<file path="src/rtl/pipe_pkg.sv">
// Shared definitions for the pipeline control slice.
// Holds the opcode / ALU-op field constants, the interlock FSM state
// encoding and a small decode helper for multi-cycle mul/div instructions.
package pipe_pkg;

  localparam logic [4:0] OP_ALU  = 5'b00000;
  localparam logic [4:0] OP_LW   = 5'b01000;
  localparam logic [4:0] OP_SW   = 5'b00111;

  localparam logic [4:0] ALU_MUL = 5'b00110;
  localparam logic [4:0] ALU_DIV = 5'b00111;

  typedef enum logic {
    RUN     = 1'b0,
    MD_WAIT = 1'b1
  } state_t;

  // Returns {is_mul, is_div} for an instruction word. Only ALU-format
  // instructions (opcode 00000) carry an ALU-op field in bits [6:2].
  function automatic logic [1:0] md_decode(input logic [31:0] insn);
    logic alu_fmt;
    alu_fmt = (insn[31:27] == OP_ALU);
    return {alu_fmt && (insn[6:2] == ALU_MUL),
            alu_fmt && (insn[6:2] == ALU_DIV)};
  endfunction

endpackage

</file>
<file path="src/rtl/md_watchdog.sv">
// Cycle watchdog for outstanding mul/div operations.
// Ports:
//   clock, reset : pipeline clock, asynchronous active-high reset
//   clr          : synchronous clear to 0 (takes priority over en)
//   en           : count one cycle
//   expired      : count has reached MD_TIMEOUT-1
module md_watchdog #(
  parameter int MD_TIMEOUT = 64
) (
  input  logic clock,
  input  logic reset,
  input  logic clr,
  input  logic en,
  output logic expired
);

  // Count never exceeds MD_TIMEOUT-1, so clog2 bits suffice; keep at
  // least one bit for degenerate timeouts.
  localparam int W = (MD_TIMEOUT > 1) ? $clog2(MD_TIMEOUT) : 1;

  logic [W-1:0] count_reg;

  always_ff @(posedge clock or posedge reset) begin
    if (reset) begin
      count_reg <= '0;
    end else if (clr) begin
      count_reg <= '0;
    end else if (en) begin
      count_reg <= count_reg + 1'b1;
    end
  end

  assign expired = (count_reg == W'(MD_TIMEOUT - 1));

endmodule

</file>
<file path="src/rtl/pipeline_interlock.sv">
// Stall / flush controller for the 5-stage pipeline.
// Combines load-use stalls, X-stage branch redirects and the multdiv
// handshake into per-latch write enables and bubble/flush controls,
// launches mul/div operations and tracks them until the result (or an
// exception, or the watchdog) releases the pipeline.
// Ports:
//   clock, reset           : clock, asynchronous active-high reset
//   load_use, branch_taken : hazard inputs (same-cycle)
//   dx_insn                : instruction in the D/X latch
//   md_rdy, md_exc         : multdiv completion (exception counts as done)
//   pc_we..mw_we           : latch write enables
//   fd_flush, dx_bubble,
//   xm_bubble              : nop-insertion controls
//   ctrl_mult, ctrl_div    : one-cycle multdiv start pulses
//   md_busy                : waiting on multdiv
//   md_timeout             : sticky watchdog-expiry flag
//   stall_count            : saturating count of cycles with pc_we low
module pipeline_interlock
  import pipe_pkg::*;
#(
  parameter int MD_TIMEOUT = 64
) (
  input  logic        clock,
  input  logic        reset,
  input  logic        load_use,
  input  logic        branch_taken,
  input  logic [31:0] dx_insn,
  input  logic        md_rdy,
  input  logic        md_exc,
  output logic        pc_we,
  output logic        fd_we,
  output logic        dx_we,
  output logic        xm_we,
  output logic        mw_we,
  output logic        fd_flush,
  output logic        dx_bubble,
  output logic        xm_bubble,
  output logic        ctrl_mult,
  output logic        ctrl_div,
  output logic        md_busy,
  output logic        md_timeout,
  output logic [31:0] stall_count
);

  state_t      state_reg, state_next;
  logic [1:0]  md_kind;
  logic        wd_clr, wd_en, wd_expired;
  logic        set_timeout;
  logic        md_timeout_reg;
  logic [31:0] stall_count_reg;

  assign md_kind = md_decode(dx_insn);

  md_watchdog #(.MD_TIMEOUT(MD_TIMEOUT)) u_watchdog (
    .clock   (clock),
    .reset   (reset),
    .clr     (wd_clr),
    .en      (wd_en),
    .expired (wd_expired)
  );

  always_ff @(posedge clock or posedge reset) begin
    if (reset) begin
      state_reg <= RUN;
    end else begin
      state_reg <= state_next;
    end
  end

  // All controls are forced low while reset is held so nothing launches
  // or advances until the pipeline is out of reset.
  always_comb begin
    state_next  = state_reg;
    pc_we       = 1'b0;
    fd_we       = 1'b0;
    dx_we       = 1'b0;
    xm_we       = 1'b0;
    mw_we       = 1'b0;
    fd_flush    = 1'b0;
    dx_bubble   = 1'b0;
    xm_bubble   = 1'b0;
    ctrl_mult   = 1'b0;
    ctrl_div    = 1'b0;
    md_busy     = 1'b0;
    wd_clr      = 1'b0;
    wd_en       = 1'b0;
    set_timeout = 1'b0;
    if (!reset) begin
      unique case (state_reg)
        RUN: begin
          wd_clr = 1'b1;
          if (|md_kind) begin
            // Launch: hold the mul/div in D/X, drain X/M with a bubble.
            // Hazard inputs are deliberately ignored in this cycle.
            ctrl_mult  = md_kind[1];
            ctrl_div   = md_kind[0];
            xm_we      = 1'b1;
            xm_bubble  = 1'b1;
            mw_we      = 1'b1;
            state_next = MD_WAIT;
          end else if (branch_taken) begin
            {pc_we, fd_we, dx_we, xm_we, mw_we} = '1;
            fd_flush  = 1'b1;
            dx_bubble = 1'b1;
          end else if (load_use) begin
            dx_we     = 1'b1;
            dx_bubble = 1'b1;
            xm_we     = 1'b1;
            mw_we     = 1'b1;
          end else begin
            {pc_we, fd_we, dx_we, xm_we, mw_we} = '1;
          end
        end
        MD_WAIT: begin
          md_busy = 1'b1;
          wd_en   = 1'b1;
          if (md_rdy || md_exc || wd_expired) begin
            // Release in the same cycle: the result is written into X/M.
            {pc_we, fd_we, dx_we, xm_we, mw_we} = '1;
            set_timeout = !(md_rdy || md_exc);
            state_next  = RUN;
          end else begin
            xm_we     = 1'b1;
            xm_bubble = 1'b1;
            mw_we     = 1'b1;
          end
        end
        default: state_next = RUN;
      endcase
    end
  end

  always_ff @(posedge clock or posedge reset) begin
    if (reset) begin
      md_timeout_reg <= 1'b0;
    end else if (set_timeout) begin
      md_timeout_reg <= 1'b1;
    end
  end

  always_ff @(posedge clock or posedge reset) begin
    if (reset) begin
      stall_count_reg <= '0;
    end else if (!pc_we && (stall_count_reg != 32'hFFFF_FFFF)) begin
      stall_count_reg <= stall_count_reg + 32'd1;
    end
  end

  assign md_timeout  = md_timeout_reg;
  assign stall_count = stall_count_reg;

endmodule

</file>
<file path="config.mk">
export PLATFORM = sky130hd
export DESIGN_NAME = pipeline_interlock
export DESIGN_NICKNAME = d
export VERILOG_FILES = /design/src/rtl/pipe_pkg.sv /design/src/rtl/md_watchdog.sv /design/src/rtl/pipeline_interlock.sv
export SDC_FILE = /design/constraint.sdc
export NUM_CORES = 1
export LEC_CHECK = 0
export ABC_AREA = 1
export CORE_MARGIN = 2
export CORE_UTILIZATION = 45
export DETAILED_ROUTE_END_ITERATION = 6
export GPL_ROUTABILITY_DRIVEN = 1
export PLACE_DENSITY = 0.77
export SYNTH_ARGS = -nofsm -noshare
export SYNTH_HDL_FRONTEND = slang
export SYNTH_HIERARCHICAL = 1
export SYNTH_SLANG_ARGS = --single-unit
export TNS_END_PERCENT = 1
</file>
<file path="constraint.sdc">
create_clock -name clock -period 4.8 [get_ports clock]
set_input_delay 1.44 -clock clock [delete_from_list [all_inputs] [get_ports clock]]
set_output_delay 1.44 -clock clock [all_outputs]
set_load 0.005 [all_outputs]
</file>
==> metrics.md <==
| Metric | Value |
|---|---|
| Synth Area per Inst | `6.281 um2` |
| Leakage | `1.614 nW` |
| Max reg flops | `32` |
| Final hold viol count | `0` |
| First-pass GRT wire length | `12940 um` |
| Worst-skew pair later-pin latency | `0.30 ns` |
| Startpoint Class | `primary input` |
| H-tree depth | `2` |
| CTS Sinks | `40` |
| Mapped Cells | `447` |
| Pwr Total | `0.7813 mW` |
| Area leader, netlist | `dfrtp_1` |
| Critical Path Slowest Stage Cell | `clkdlybuf4s50_1` |
| Row count | `28` |
| Critical Path AT | `3.03 ns` |
| Status | `finished, final reports clean` |
| Placer Congestion | `0.9684` |
| Crit Path Max Fanout | `8` |
| Worst slew margin | `0.7235` |
| Placed cells | `575` |
| Antenna cells | `0` |
| Worst-margin pin slew | `0.4147 ns` |
| Final antenna-violating net count | `0` |
| Die width | `82.99 um` |
| Yosys reg bits | `40` |
| P&R area growth vs syn | `25.89%` |
| Total GRT Usage | `0.2244` |
| CP max stage delay | `0.51 ns` |
| Fin cells | `582` |
| Die H | `82.99 um` |
| Post-Syn Area | `0.002808 mm2` |
| CP cell instances | `clkdlybuf4s50_1 > inv_1 > nand4_1 > inv_1 > clkdlybuf4s50_1` |
| TritonRoute pass-1 iters | `5` |
| Syn. warnings | `6` |
| Port Buf Inserts | `59` |
| Maximum vdd drop | `197.5 uV` |
| Total CTS buffers | `5` |
| FMAX | `223.9 MHz` |
| DIE AREA | `0.006887 mm2` |
| Total wire length | `7483 um` |
| Ports | `82` |
| Type of destination of the critical path | `output port` |
| Post-CTS sizing | `0` |
| DR WL/cell | `12.86 um` |
| Final setup viols | `0` |
| Max Root-Sink Buffers | `2` |
| Setup bufs post-CTS | `0` |
| Hold Crit Class | `register to register` |
| Top post-synthesis cells by area | `dfrtp_1 (36%), nand2_1 (25%), nand3_1 (11%)` |
| Root buf cell | `clkbuf_8` |
| Final Cycle Share | `0.9304` |
| Nets | `547` |
| Final HPWL DP | `5574 um` |
| Crit path max-delay family | `buffers and inverters` |
| Initial DRC count | `249` |
| Seq/Total Area, Yosys | `0.3565` |
| Power density over cell area | `221.0 mW/mm2` |
| RSZ-0062 raised after global routing | `no` |
| Mapped Nets | `487` |
| Post-synthesis cell type count | `26` |
| Grt total ovfl | `0` |
| Initial antenna violation count | `0` |
| Clock skew | `0.006356 ns` |
| Drt via density | `5.098` |
| Max-Cap Viols | `0` |
| Final setup TNS | `0 ns` |
| Via Count | `2967` |
| Core ar. | `0.005991 mm2` |
| Kind of critical path | `primary input to output port` |
| Vias in the first global route | `2802` |
| Slew Viols, Final | `0` |
| Min Tclk post-route | `4.466 ns` |
| Worst-path clk slew | `0.07 ns` |
| CTS tree | `done` |
| Drt drc | `0` |
| Largest net degree at the start of global routing | `34` |
| Worst EP required | `3.36 ns` |
| Top cell type's share of synthesized area | `0.3565` |
| Initial Util | `0.4687` |
| Worst Path Buf+Inv | `4` |
| # hold bufs at CTS | `0` |
| Fraction of layout cells with a size suffix above 1 | `0.05523` |
-- through the flow --
step                        util  hold slack (ns)  worst slack (ns)  area (um2)
after floorplan                -           0.4663            0.1240        2808
after global placement    0.5771           0.4500            0.3466        3457
after detailed placement  0.5771           0.4571            0.3197        3457
after CTS                 0.5900           0.4741            0.3041        3535
after global routing      0.5900           0.5019            0.2097        3535
final                     0.5900           0.4683            0.3338        3535
-- routing by layer --
layer / part of all wire / GRT usage
met1: 0.46 / 0.3094
met2: 0.46 / 0.3614
met3: 0.066 / 0.04175
met4: 0.016 / 0.06259
met5: 0 / 0
-- cells in the final DEF (no fill, tap or decap), types with 2 or more instances in the layout --
master	n
a21oi_1	3
xnor2_1	10
nand2_1	188
o21ai_0	6
xor2_1	2
buf_4	6
nor2_2	6
nor2_4	2
inv_2	3
nand3_1	59
nor2_1	62
nand4_1	2
ha_1	2
nor3_1	3
clkdlybuf4s50_1	59
clkbuf_8	5
inv_1	40
dfrtp_1	40
-- logic make-up after synthesis --
logic type / after synthesis / share of synthesized area
flops: 40 / 0.3565
fa+ha+maj: 2 / 0.008911
compound gates: 11 / 0.02094
simple gates: 327 / 0.4902
buf+inv: 55 / 0.08600
xor+xnor: 12 / 0.03743
-- cell usage after synthesis --
cell type  count
nand2_1      188
nor2_1        62
nand3_1       59
dfrtp_1       40
inv_1         40
xnor2_1       10
nor2_2         6
o21ai_0        6
buf_2          4
a21oi_1        3
buf_6          3
clkbuf_1       3
inv_2          3
nor3_1         3
buf_4          2
ha_1           2
nand4_1        2
nor2_4         2
xor2_1         2
a31o_2         1
nand2_2        1
nand2_4        1
nand3_2        1
nand3b_4       1
nor3b_1        1
o21ai_1        1
-- path summary, 6_finish.rpt --
check | from | endpoint | slack (ns) | cells past startpoint
setup / recovery | reset | fd_we | 0.33 | 5
hold / removal | md_timeout | md_timeout | 0.47 | 1
setup reg to reg | stall_count[0] | stall_count[26] | 2.20 | 9
hold reg to reg | md_timeout | md_timeout | 0.47 | 1
max in group asynchronous | reset | stall_count[7] | 2.76 | 3
min in group asynchronous | reset | u_watchdog/count_reg[2] | 1.45 | 2
-- cell type report --
type / instances / area (um2)
fillers: 572 / 2456
multi-input cells: 352 / 1565
flip-flops and latches: 40 / 1001
repair buffers: 65 / 635.6
inverters: 43 / 161.4
well taps: 75 / 93.84
clock buffers: 6 / 72.57
clock inverters: 1 / 5.005
-- power by group --
part / total (mW) / internal, mW / switching (mW)
Clock: 0.221 / 0.0991 / 0.122
Combinational: 0.163 / 0.0866 / 0.0767
Sequential: 0.397 / 0.357 / 0.0396
No activity file was read; power rests on OpenSTA's default activity.
